[config.mk]
export PLATFORM = sky130hd
export DESIGN_NAME = led_pattern_ctrl_flat
export DESIGN_NICKNAME = d
export VERILOG_FILES = /design/src/rtl/led_ctrl_pkg.sv /design/src/rtl/led_pattern_ctrl_if.sv /design/src/rtl/led_tick_gen.sv /design/src/rtl/led_pattern_ctrl.sv /design/src/flat_wrapper.sv
export SDC_FILE = /design/constraint.sdc
export NUM_CORES = 1
export LEC_CHECK = 0
export CAP_MARGIN = 40
export CORE_MARGIN = 1.5
export CORE_UTILIZATION = 50
export CTS_CLUSTER_SIZE = 24
export DETAILED_ROUTE_END_ITERATION = 10
export HOLD_SLACK_MARGIN = 0.1
export PLACE_DENSITY_LB_ADDON = 0.15
export SLEW_MARGIN = 20
export SYNTH_ARGS = -nofsm -noshare
export SYNTH_HDL_FRONTEND = slang
export SYNTH_HIERARCHICAL = 1
export SYNTH_SLANG_ARGS = --single-unit
[constraint.sdc]
create_clock -name clk -period 7.2 [get_ports clk]
set_clock_uncertainty 0.1 [all_clocks]
set_input_delay 0.72 -clock clk [delete_from_list [all_inputs] [get_ports clk]]
set_output_delay 0.72 -clock clk [all_outputs]
set_load 0.005 [all_outputs]
[src/rtl/led_ctrl_pkg.sv]
// Shared definitions for the LED pattern sequencer: mode encodings,
// entry patterns and switch bit-field positions.
package led_ctrl_pkg;

    localparam int unsigned LED_W = 8;
    localparam int unsigned SW_W  = 8;

    localparam int unsigned SW_MODE_LO  = 0;
    localparam int unsigned SW_MODE_HI  = 1;
    localparam int unsigned SW_SPEED_LO = 2;
    localparam int unsigned SW_SPEED_HI = 3;
    localparam int unsigned SW_HOLD     = 7;

    typedef enum logic [1:0] {
        MODE_OFF    = 2'b00,
        MODE_BLINK  = 2'b01,
        MODE_CHASE  = 2'b10,
        MODE_BOUNCE = 2'b11
    } mode_e;

    localparam logic [LED_W-1:0] LED_ENTRY_OFF    = 8'h00;
    localparam logic [LED_W-1:0] LED_ENTRY_BLINK  = 8'hFF;
    localparam logic [LED_W-1:0] LED_ENTRY_CHASE  = 8'h01;
    localparam logic [LED_W-1:0] LED_ENTRY_BOUNCE = 8'h01;

    // Pattern loaded on the edge a new mode is accepted
    function automatic logic [LED_W-1:0] entry_pattern(input mode_e m);
        case (m)
            MODE_BLINK:  entry_pattern = LED_ENTRY_BLINK;
            MODE_CHASE:  entry_pattern = LED_ENTRY_CHASE;
            MODE_BOUNCE: entry_pattern = LED_ENTRY_BOUNCE;
            default:     entry_pattern = LED_ENTRY_OFF;
        endcase
    endfunction

endpackage

[src/rtl/led_pattern_ctrl_if.sv]
// Board-side bundle: raw slide switches in, LED drive out.
interface led_pattern_ctrl_if
    import led_ctrl_pkg::*;
();
    logic [SW_W-1:0]  sw;
    logic [LED_W-1:0] led;

    modport master (output sw, input led);
    modport slave  (input sw, output led);
endinterface

[src/rtl/led_tick_gen.sv]
// Free-running prescaler; tick marks the last count of each period.
module led_tick_gen #(
    parameter int unsigned TICK_DIV = 25_000_000
) (
    input  logic clk,
    input  logic rst_n,
    input  logic hold,
    input  logic clr,
    output logic tick
);
    localparam int unsigned CNT_W = (TICK_DIV > 1) ? $clog2(TICK_DIV) : 1;
    localparam logic [CNT_W-1:0] CNT_MAX = CNT_W'(TICK_DIV - 1);

    logic [CNT_W-1:0] pre_cnt_q, pre_cnt_d;

    // Clear beats hold so a mode entry always restarts the period
    always_comb begin
        pre_cnt_d = pre_cnt_q;
        if (clr) begin
            pre_cnt_d = '0;
        end else if (!hold) begin
            pre_cnt_d = (pre_cnt_q == CNT_MAX) ? '0 : pre_cnt_q + CNT_W'(1);
        end
    end

    always_ff @(posedge clk or negedge rst_n) begin
        if (!rst_n) pre_cnt_q <= '0;
        else        pre_cnt_q <= pre_cnt_d;
    end

    assign tick = !hold && !clr && (pre_cnt_q == CNT_MAX);

endmodule

[src/rtl/led_pattern_ctrl.sv]
// 8-LED pattern sequencer (off/blink/chase/bounce) driven by debounced
// mode switches, a speed select and a hold switch.
module led_pattern_ctrl
    import led_ctrl_pkg::*;
#(
    parameter int unsigned TICK_DIV   = 25_000_000,
    parameter int unsigned DEB_CYCLES = 1_000_000
) (
    input  logic                 clk,
    input  logic                 rst_n,
    led_pattern_ctrl_if.slave    bus
);
    localparam int unsigned DEB_W = (DEB_CYCLES > 1) ? $clog2(DEB_CYCLES) : 1;
    localparam logic [DEB_W-1:0] DEB_MAX = DEB_W'(DEB_CYCLES - 1);

    logic [SW_W-1:0]  sw_meta_q, sw_meta_d;
    logic [SW_W-1:0]  sw_s_q, sw_s_d;
    logic [DEB_W-1:0] deb_cnt_q, deb_cnt_d;
    logic [2:0]       stp_cnt_q, stp_cnt_d;
    mode_e            mode_q, mode_d;
    logic             dir_q, dir_d;
    logic [LED_W-1:0] led_q, led_d;

    mode_e      mode_sw;
    logic [1:0] speed;
    logic       hold;
    logic [2:0] stp_lim;
    logic       mode_chg;
    logic       tick;
    logic       step;

    assign mode_sw = mode_e'(sw_s_q[SW_MODE_HI:SW_MODE_LO]);
    assign speed   = sw_s_q[SW_SPEED_HI:SW_SPEED_LO];
    assign hold    = sw_s_q[SW_HOLD];
    assign stp_lim = 3'((4'b0001 << speed) - 4'b0001);

    // Synchronizer and mode debounce; the counter clears on the edge sw_s moves
    always_comb begin
        sw_meta_d = bus.sw;
        sw_s_d    = sw_meta_q;
        deb_cnt_d = deb_cnt_q;
        if (sw_s_d[SW_MODE_HI:SW_MODE_LO] != sw_s_q[SW_MODE_HI:SW_MODE_LO]) begin
            deb_cnt_d = '0;
        end else if (deb_cnt_q != DEB_MAX) begin
            deb_cnt_d = deb_cnt_q + DEB_W'(1);
        end
    end

    assign mode_chg = (deb_cnt_q == DEB_MAX) && (mode_sw != mode_q);

    led_tick_gen #(.TICK_DIV(TICK_DIV)) u_tick_gen (
        .clk   (clk),
        .rst_n (rst_n),
        .hold  (hold),
        .clr   (mode_chg),
        .tick  (tick)
    );

    // Step counter; >= lets a lowered speed step on the very next tick
    always_comb begin
        stp_cnt_d = stp_cnt_q;
        step      = 1'b0;
        if (mode_chg) begin
            stp_cnt_d = '0;
        end else if (tick) begin
            if (stp_cnt_q >= stp_lim) begin
                step      = 1'b1;
                stp_cnt_d = '0;
            end else begin
                stp_cnt_d = stp_cnt_q + 3'd1;
            end
        end
    end

    always_ff @(posedge clk or negedge rst_n) begin
        if (!rst_n) begin
            sw_meta_q <= '0;
            sw_s_q    <= '0;
            deb_cnt_q <= '0;
            stp_cnt_q <= '0;
            mode_q    <= MODE_OFF;
            dir_q     <= 1'b0;
            led_q     <= '0;
        end else begin
            sw_meta_q <= sw_meta_d;
            sw_s_q    <= sw_s_d;
            deb_cnt_q <= deb_cnt_d;
            stp_cnt_q <= stp_cnt_d;
            mode_q    <= mode_d;
            dir_q     <= dir_d;
            led_q     <= led_d;
        end
    end

    // Next state: mode entry wins over a coincident step
    always_comb begin
        mode_d = mode_q;
        dir_d  = dir_q;
        if (mode_chg) begin
            mode_d = mode_sw;
            dir_d  = 1'b0;
        end else if (step && (mode_q == MODE_BOUNCE)) begin
            if (!dir_q && (led_q == 8'h80))     dir_d = 1'b1;
            else if (dir_q && (led_q == 8'h01)) dir_d = 1'b0;
        end
    end

    always_comb begin
        led_d = led_q;
        if (mode_chg) begin
            led_d = entry_pattern(mode_sw);
        end else if (step) begin
            case (mode_q)
                MODE_BLINK:  led_d = ~led_q;
                MODE_CHASE:  led_d = {led_q[LED_W-2:0], led_q[LED_W-1]};
                MODE_BOUNCE: begin
                    if (dir_q) led_d = (led_q == 8'h01) ? 8'h02 : (led_q >> 1);
                    else       led_d = (led_q == 8'h80) ? 8'h40 : (led_q << 1);
                end
                default:     led_d = LED_ENTRY_OFF;
            endcase
        end
    end

    assign bus.led = led_q;

endmodule
[src/flat_wrapper.sv]
// flat-port wrapper written by rule: the top's interface ports become plain ports
module led_pattern_ctrl_flat import led_ctrl_pkg::*;
#(
    parameter int unsigned TICK_DIV   = 25_000_000,
    parameter int unsigned DEB_CYCLES = 1_000_000
)
  (clk, rst_n, bus_sw, bus_led);
  led_pattern_ctrl_if bus_i ();
  input  logic clk;
  input  logic rst_n;
  input wire logic [$bits(bus_i.sw)-1:0] bus_sw;
  output wire logic [$bits(bus_i.led)-1:0] bus_led;
  assign bus_i.sw = bus_sw;
  assign bus_led = bus_i.led;
  led_pattern_ctrl #(.TICK_DIV(TICK_DIV), .DEB_CYCLES(DEB_CYCLES)) u_core (.clk(clk), .rst_n(rst_n), .bus(bus_i));
endmodule
# Word-level counts from Yosys, hierarchy flattened
# Cells that the tools add are included.
dict set report word_totals {
  reg_bits 75
  word_cells 67
  inputBits 10
  output_inout_bits 8
}
dict set report classes {
  order_cmp 1
  addsub 4
  n_shift 1
  n_reduce_logical 16
  muxes 22
  eq_ne 14
  n_bitwise 1
}
# op n
set ops {}
lappend ops {{2-to-1 mux 25 bit} 3}
lappend ops {{2-to-1 mux 20 bit} 2}
lappend ops {{2-to-1 mux 8 bit} 4}
lappend ops {{adder 25 x 1 -> 25 bit (second input constant)} 1}
lappend ops {{equality test 25 bit (second input constant)} 1}
lappend ops {{one-hot mux 8 bit (3 select lines)} 1}
lappend ops {{adder 20 x 1 -> 20 bit (second input constant)} 1}
lappend ops {{equality test 20 bit (second input constant)} 1}
lappend ops {{!= test 20 bit (second input constant)} 1}
lappend ops {{one-hot mux 8 bit (2 select lines)} 1}
lappend ops {{2-to-1 mux 3 bit} 3}
lappend ops {{equality test 2 bit (second input constant)} 4}
lappend ops {{equality test 8 x 1 -> 1 bit (second input constant)} 1}
lappend ops {{equality test 8 bit (second input constant)} 1}
lappend ops {{inverter 8 bit} 1}
lappend ops {{nonzero test 2 bit} 4}
lappend ops {{2-to-1 mux 1 bit} 7}
lappend ops {{2-to-1 mux 7 bit} 1}
lappend ops {{logical AND 1 bit} 6}
lappend ops {{equality test 2 x 1 -> 1 bit (second input constant)} 2}
lappend ops {{!= test 2 bit} 2}
lappend ops {{adder 3 x 1 -> 3 bit (second input constant)} 1}
lappend ops {{>= comparator 3 bit} 1}
lappend ops {{zero test 1 bit} 3}
lappend ops {{6 further kinds} 6}

# Depth between registers and ports, before layout
# Gate-level depths: netlist of the first run.
dict set report depth {
  depth_word 10
  mapped_depth 11
  depth_no_buf 9
}

# Cells and area by module
# The synthesis of the first run kept the hierarchy.
# mod area_each_um2 seq_area_each_um2 cells_each n_inst
set by_module_without_submodules {}
lappend by_module_without_submodules {led_pattern_ctrl 2342.2 1101.1 234 1}
lappend by_module_without_submodules {led_tick_gen 1502.7 625.6 174 1}

# Worst setup path before layout of the first run
# OpenSTA, ideal clock, no wires.
dict set report synth_timing {
  path_kind {flip-flop to flip-flop}
  startpoint {register u_core.deb_cnt_q[6]}
  endpoint {register u_core.led_q[2] (netlist: u_core/bus.led[2])}
  setup_slack_ns 4.313
  period_less_slack_ns 2.887
  arrival_ns 2.661
  n_path_buf 1
  t_required_ns 6.974
  path_stages_with_launch 10
  cell_sequence {dfrtp_1 -> or4b_1 -> or4_4 -> nor2_8 -> clkbuf_1 -> nor3_1 -> o21ai_1 -> nor3_1 -> a221oi_1 -> nor2_1}
}
dict set report synth_between {
  elab_chain_cells 8
}
# element line
set synth_rtl {}
lappend synth_rtl {{start: declaration} led_pattern_ctrl.sv:18} ;# logic [DEB_W-1:0] deb_cnt_q, deb_cnt_d;
lappend synth_rtl {{start signal: assignment} led_pattern_ctrl.sv:87} ;# deb_cnt_q <= deb_cnt_d;
lappend synth_rtl {{equality test 20 bit} led_pattern_ctrl.sv:49} ;# assign mode_chg = (deb_cnt_q == DEB_MAX) && (mode_sw != mode_q);
lappend synth_rtl {{logical AND 1 bit} led_pattern_ctrl.sv:49}
lappend synth_rtl {{via u_core.mode_chg} led_pattern_ctrl.sv:28} ;# logic mode_chg;
lappend synth_rtl {{zero test 1 bit} led_tick_gen.sv:31} ;# assign tick = !hold && !clr && (pre_cnt_q == CNT_MAX);
lappend synth_rtl {{logical AND 1 bit (2 in a row)} led_tick_gen.sv:31}
lappend synth_rtl {{via u_core.tick} led_pattern_ctrl.sv:29} ;# logic tick;
lappend synth_rtl {{2-to-1 mux 1 bit} led_pattern_ctrl.sv:65} ;# end else if (tick) begin
lappend synth_rtl {{2-to-1 mux 1 bit} led_pattern_ctrl.sv:63} ;# if (mode_chg) begin
lappend synth_rtl {{nonzero test 2 bit (no source line)} --}
lappend synth_rtl {{end signal: assignment} led_pattern_ctrl.sv:91} ;# led_q <= led_d;
lappend synth_rtl {{end: declaration} led_pattern_ctrl.sv:22} ;# logic [LED_W-1:0] led_q, led_d;
# The timed path passes the listed nets, and every way through them passes these cells.
# A chain may end at the register's enable or synchronous reset.

# Final worst setup path of the first run
dict set report layout_timing {
  startpoint {register u_core.u_tick_gen.pre_cnt_q[0]}
  endpoint {register u_core.led_q[3] (netlist: u_core/bus.led[3])}
}
dict set report layout_between {
  elab_chain_cells 5
}
# element line
set layout_rtl {}
lappend layout_rtl {{start: declaration} led_tick_gen.sv:14} ;# logic [CNT_W-1:0] pre_cnt_q, pre_cnt_d;
lappend layout_rtl {{start signal: assignment} led_tick_gen.sv:28} ;# else pre_cnt_q <= pre_cnt_d;
lappend layout_rtl {{equality test 25 bit} led_tick_gen.sv:31}
lappend layout_rtl {{logical AND 1 bit} led_tick_gen.sv:31}
lappend layout_rtl {{via u_core.tick} led_pattern_ctrl.sv:29}
lappend layout_rtl {{2-to-1 mux 1 bit} led_pattern_ctrl.sv:65}
lappend layout_rtl {{2-to-1 mux 1 bit} led_pattern_ctrl.sv:63}
lappend layout_rtl {{nonzero test 2 bit (no source line)} --}
# The timed path passes the listed nets, and every way through them passes these cells.

==> results of run 1 <==
## power by group through the flow
stage | Combinational [mW] | Sequential, mW | Clock [mW]
5_1_grt | 0.0640 | 0.423 | 0.360
6_report | 0.0562 | 0.421 | 0.334
4_1_cts | 0.0574 | 0.420 | 0.345
2_1_floorplan | 0.0385 | 0.423 | 0
3_5_place_dp | 0.0562 | 0.427 | 0
3_3_place_gp | 0.0535 | 0.427 | 0
## state kept, by name, summed over array words and instances, names as in the netlist
name,count
u_core/u_tick_gen/pre_cnt_q,25
u_core/deb_cnt_q,20
u_core/bus.led,8
u_core/sw_meta_q,5
u_core/sw_s_q,5
u_core/stp_cnt_q,3
u_core/mode_q,2
u_core/dir_q,1
## cell families (layout without fill, tap and decap cells)
logic type | Yosys count | count (layout) | synth area share, %
AO/OA/AOI/OAI | 88 | 88 | 14.8
XOR/XNOR | 21 | 21 | 4.98
adder cells (fa/ha/maj) | 6 | 6 | 1.95
buffers and inverters | 32 | 47 | 4.03
flip-flops | 69 | 69 | 44.9
multiplexers | 11 | 11 | 2.93
AND/OR/NAND/NOR | 181 | 181 | 26.4
## cell usage after synthesis, types with 3 or more instances
cell,instances,area (µm²)
nand2b_1,4,25.0
xnor2_1,11,96.3
o21ai_0,14,70.1
xor2_1,9,78.8
dfrtp_1,69,1730
buf_2,7,35.0
o221ai_1,6,52.6
nor3_1,10,50.1
a21oi_1,23,115
and2_1,5,31.3
nor2b_1,3,18.8
buf_6,3,33.8
a41oi_1,4,35.0
and4_1,3,26.3
and3_1,6,37.5
nor2_1,34,128
a221oi_1,4,35.0
nand3b_1,4,30.0
clkbuf_1,8,30.0
a31oi_1,14,87.6
nand2_1,47,176
mux2i_1,9,90.1
ha_1,6,75.1
o31a_1,3,26.3
o21ai_1,7,35.0
nor4_1,9,56.3
inv_1,11,41.3
or3_1,9,56.3
nand3_1,16,80.1
or2_2,3,18.8
nand4_1,10,62.6
## critical path, stage by stage (launching register included)
cell and delay [ns]:
dfrtp_1 0.42, ha_1 0.22, and3_1 0.25, nand3_1 0.15
or3_1 0.42, nor3_1 0.41, o21ai_1 0.28, or2_2 0.44
a221oi_1 0.35, nor2_1 0.07
## metal layers
layer | GRT usage (%) | wire length (µm) | vias up
li1 | - | - | 1513
met1 | 30.8 | 3930 | 1497
met2 | 29.6 | 3570 | 91
met3 | 5.47 | 435 | 8
met4 | 6.88 | 88 | 0
met5 | 0 | 0 | -
## cell type report
type | count | share of cell area, %
Clock buffer | 13 | 3.97
Clock inverter | 3 | 1.00
Inverter | 12 | 1.06
Multi-Input combinational cell | 307 | 46.2
Sequential cell | 69 | 40.6
Tap cell | 99 | 2.91
Timing Repair Buffer | 19 | 4.30
## final timing paths
path | end | slack (ns) | cells past startpoint
worst min-delay path | u_core/sw_s_q[7] | 0.25 | 0
max in group asynchronous | u_core/u_tick_gen/pre_cnt_q[3] | 6.16 | 3
worst max-delay path | u_core/bus.led[3] | 3.97 | 9
min in group asynchronous | u_core/bus.led[2] | 0.31 | 2
worst min register to register | u_core/sw_s_q[7] | 0.25 | 0
worst max register to register | u_core/bus.led[3] | 3.97 | 9
## through the flow
step                      instances  setup slack (ns)  total power, mW  hold slack (ns)  utilization [%]
after global placement          503              4.06            0.480            0.233             54.7
after floorplan                 408              4.31            0.462            0.231                -
after global routing            522              3.76            0.847            0.263             58.0
after CTS                       521              4.01            0.822            0.252             57.9
after detailed placement        505              4.04            0.483            0.235             55.1
final                           522              3.97            0.812            0.250             58.0
==> impl_results.md, run 1 <==
- Status: finished, final reports clean
- Net Sw Frac: 24.6%
- Effective utilization at floorplan: 52.4%
- Clock root buffer: clkbuf_8
- Gate Count Post-Synth: roughly 410
- Post-synth EDFFs: 0
- Setup Buffers After CTS: 0
- Routed vias/inst: just under 6
- Final Slew Violations: 0
- CTS tree: yes
- Clk sinks: 69
- NumNets Final: 434
- DR pass1 iterations: 4
- Crit path DAT: between 3 and 4 ns
- Highest clock rate: 309 MHz
- I/O Pins: 18
- Hpwl dp: 5390 µm
- Initial antenna violation count: 0
- Global route overflow: 0
- Mapped Avg Cell Area: 9.42 µm²
- Final min period: approximately 3.2 ns
- Area after DPL: 0.00404 mm²
- Clock buffer count from CTS: 9
- Commonest non-fill, non-tap cells in the layout: dfrtp_1, nand2_1, nor2_1
- Rows: 31
- Gr usage total: a little over a fifth
- Seq pwr share: between 50% and 60%
- Residual DRC: 0
- FF/Latch Area: 0.00173 mm²
- Fillers: approximately 640
- Synth async-reset ratio: 100%
- Sw Pwr: approximately 0.2 mW
- Fraction of layout cells with a size suffix above 1: just under 10%
- RD Place Congestion: 0.860
- Bufs on Longest Clock Path: 2
- Startpoint Class: flop
- Leakage: 1.69 nW
- CP endpoint kind: flop
- Syn_nets: 424
- Max cap viols: 0
- Antenna cells: 0
- Clock Power Share: slightly above 40%
- PwrDens: ~190 mW/mm²
- Post-route cell area: about 0.0043 mm²
- 1st-iter DRT viols: 170
- Hold Vio Cnt, Final: 0
- Die ar.: roughly 0.0082 mm²
- Comb pwr share: 6.9%
- Beginning of the critical path: u_core/u_tick_gen/pre_cnt_q[0]
- DR vias: between 3000 and 4000
- Most common flop cell mapped by yosys: dfrtp_1
- Distinct cells, synth: 61
- Critical hold path startpoint: u_core/sw_meta_q[7]
- Port Buffers: 14
- Clk slew on worst S/H paths: ~0.070 ns
- Slew Limit Headroom: between 40% and 50%
- Actual slew at the worst max-slew pin: 0.845 ns
- Synthesized area: 0.00384 mm²
- Vias in the first global route: 2814
- Int Pwr: 0.612 mW
- Crit Path Class: reg -> reg
- CTS-repair resized insts: 0
- Sequential area share after synthesis: 44.9%
- WL per Instance: 15.4 µm
- Worst r2r src: u_core/u_tick_gen/pre_cnt_q[0]
- Final antenna-violating net count: 0
- Synth Register Bits: a little under 70
- VDD IR-drop max: 0.107 mV
- Largest net degree at the start of global routing: 37
- First-pass GRT wire length: roughly 14000 µm
- Period utilization: between 40% and 50%
- Die height: 90.7 µm
- Hold buffers post-CTS: 0
- Commonest non-fill, non-tap cell in the layout: dfrtp_1
- Multi-input logic area: around 0.0020 mm²
- Core ar.: 0.00733 mm²
- Yosys warnings: 6
- RSZ-0062 raised after global routing: no
- Worst endpoint required time: 7.32 ns
- Total routed wirelength: 8020 µm
- Area Overhead vs Synth: 10.6%
- Skew-Pair Late Insertion Delay: 0.34 ns
- H-Tree Depth: 3
- # setup viols final: 0
- Die X: 90.7 µm
- Worst hold path class: reg -> reg
- Worst-path maximum fanout: 8
- Setup TNS: 0 ns
Note: power is estimated with default switching activity, not from simulation.
==> inputs of run 2 (changes only) <==
clock period = 2.8 ns   (was 7.2 ns; I/O delays follow)
==> run 2 against run 1 <==
  * Global-route usage fell by 0.089 points
  * Via count rose by 1.4%
  * Worst hold slack improved by 0.0030 ns
  * Sequential power rose to 2.5 times the previous value
  * Count of clock-buffer cells in the layout fell by 3
  * Critical path depth did not move
  * Utilization rose by 4.6 points
  * Final area rose by 8.0%
  * Largest power group unchanged
==> impl_results.md, run 2 (synthesis gave the netlist of run 1 again) <==
- # setup viols final: 0 (unchanged)
- Die X: 90.7 µm (unchanged)
- Period utilization: 94.5% (was 44.9%)
- Die height: 90.7 µm (unchanged)
- Critical-path cell list: nor2_1 > or4b_1 > or4_4 > nor2_8 > nor2_1 > o31a_2 > buf_12 > a41oi_1 > a31oi_1 (was ha_1 > and3_1 > nand3_1 > or3_1 > nor3_1 > o21ai_1 > or2_2 > a221oi_1 > nor2_1)
- RD Place Congestion: 0.874 (was 0.860)
- Hold Vio Cnt, Final: 0 (unchanged)
- Crit path DAT: 2.76 ns (was 3.35 ns)
- Initial antenna violation count: 0 (unchanged)
- Place WS: 0.0277 ns (was 4.04 ns)
- Slew Limit Headroom: 39.2% (was 43.5%)
- Actual slew at the worst max-slew pin: 0.905 ns (was 0.845 ns)
- Highest clock rate: 378 MHz (was 309 MHz)
- Global route overflow: 0 (unchanged)
- DR vias: 3154 (was 3109)
- Routed vias/inst: 5.66 (was 5.96)
- CP endpoint kind: flop (unchanged)
- Rows: 31 (unchanged)
- Commonest non-fill, non-tap cell in the layout: dfrtp_1 (unchanged)
- Port Buffers: 14 (unchanged)
- Status: finished, final reports clean (unchanged)
- Clock root buffer: clkbuf_8 (unchanged)
- Fillers: 616 (was 642)
- Max reg flops: 25 (unchanged)
- Effective utilization at floorplan: 52.4% (unchanged)
- WL per Instance: 14.3 µm (was 15.4 µm)
- CTS tree: yes (unchanged)
- Skew-Pair Late Insertion Delay: 0.34 ns (about the same)
- RSZ-0062 raised after global routing: no (unchanged)
- Die ar.: 0.00822 mm² (unchanged)
- Tot Pwr: 2.23 mW (was 0.812 mW)
- Antenna cells: 0 (unchanged)
- Clk sinks: 69 (unchanged)
- CP max stage delay: 0.59 ns (was 0.44 ns)
- Worst hold path class: reg -> reg (unchanged)
- Final Slew Violations: 0 (unchanged)
- Commonest non-fill, non-tap cells in the layout: dfrtp_1, nand2_1, buf_4 (was dfrtp_1, nand2_1, nor2_1)
- I/O Pins: 18 (unchanged)
- Largest Register: u_core/u_tick_gen/pre_cnt_q (unchanged)
- Max cap viols: 0 (unchanged)
- Leakage: 1.89 nW (was 1.69 nW)
- Crit Path Class: reg -> reg (unchanged)
- Final hold slack: 0.253 ns (was 0.250 ns)
- Worst-path maximum fanout: 22 (was 8)
- DR pass1 iterations: 4 (unchanged)
- Multi-input logic area: 0.00198 mm² (was 0.00196 mm²)
- Final min period: 2.65 ns (was 3.23 ns)
- H-Tree Depth: 3 (unchanged)
- Worst endpoint required time: 2.91 ns (was 7.32 ns)
- Residual DRC: 0 (unchanged)
- 1st-iter DRT viols: 208 (was 170)
- Fraction of layout cells with a size suffix above 1: 17.2% (was 9.93%)
- Core ar.: 0.00733 mm² (unchanged)
- VDD IR-drop max: 0.248 mV (was 0.107 mV)
- Startpoint Class: flop (unchanged)
- FF/Latch Area: 0.00173 mm² (unchanged)
- Largest net degree at the start of global routing: 38 (was 37)
- Bufs on Longest Clock Path: 2 (unchanged)
- Clk slew on worst S/H paths: 0.08 ns (was 0.07 ns)
- PwrDens: 486 mW/mm² (was 191 mW/mm²)
- Vias in the first global route: 2940 (was 2814)
- Setup TNS: 0 ns (unchanged)
- Area Overhead vs Synth: 19.4% (was 10.6%)
- Final antenna-violating net count: 0 (unchanged)
- Most used cell along the critical path: nor2_1
- Total routed wirelength: 7990 µm (was 8020 µm)
- Gr usage total: 20.8% (was 20.9%)
- Final worst setup slack: 0.154 ns (was 3.97 ns)
- Clock buffer count from CTS: 9 (unchanged)
- Slowest cell on crit path: or4_4 (was or2_2)
- First-pass GRT wire length: 13800 µm (about the same)
- Hpwl dp: 5560 µm (was 5390 µm)
- NumNets Final: 469 (was 434)
-- run 2: repair_timing --
action	CTS	global route
pin swaps	0	1
hold buffers	1	0
gates resized for setup	1	3
buffers inserted	0	1
endpoints found under the hold margin	32	0
endpoints found under the setup margin	1	15
-- run 2: critical path, delay by kind of cell (launching register included) --
kind                   cells  cell delay, ns
buffers and inverters      1            0.19
and+or+nand+nor            5            1.38
DFF                        1            0.38
AOI/OAI and AO/OA          3            0.47
-- run 2: layout make-up --
cell class / count / share of cell area (%)
sequential: 69 / 37.6
clock inverter: 6 / 2.43
clock buffer: 10 / 2.78
multi-input combinational: 307 / 43.2
inverter: 12 / 0.981
timing repair buffer: 54 / 10.4
tap: 99 / 2.70
-- run 2: power breakdown --
| part | internal, mW | leakage, nW | switching (mW) |
|---|---|---|---|
| clock network | 0.592 | 0.116 | 0.377 |
| registers | 1.03 | 0.933 | 0.0347 |
| logic | 0.0883 | 0.843 | 0.108 |
-- run 2: routing by layer --
metal / track usage (%) / wire (µm) / up-vias
li1: - / - / 1592
met3: 4.46 / 278 / 7
met4: 6.35 / 63 / 0
met2: 31.1 / 3600 / 64
met5: 0 / 0 / -
met1: 30.2 / 4040 / 1491
-- run 2: worst paths after layout --
kind,startpoint,end,slack (ns),depth (start not counted)
hold reg to reg,u_core/sw_meta_q[7],u_core/sw_s_q[7],0.25,0
setup / recovery,u_core/deb_cnt_q[11],u_core/u_tick_gen/pre_cnt_q[17],0.15,9
hold / removal,u_core/sw_meta_q[7],u_core/sw_s_q[7],0.25,0
min in group asynchronous,rst_n,u_core/bus.led[3],0.38,3
setup reg to reg,u_core/deb_cnt_q[11],u_core/u_tick_gen/pre_cnt_q[17],0.15,9
max in group asynchronous,rst_n,u_core/sw_s_q[7],2.03,3
-- run 2: metrics by stage --
step / instance area [µm²] / util [%] / std cells
floorplan: 3850 / - / 408
global placement: 4300 / 58.7 / 538
detailed placement: 4300 / 58.7 / 538
CTS: 4560 / 62.2 / 555
global route: 4590 / 62.6 / 557
finish: 4590 / 62.6 / 557
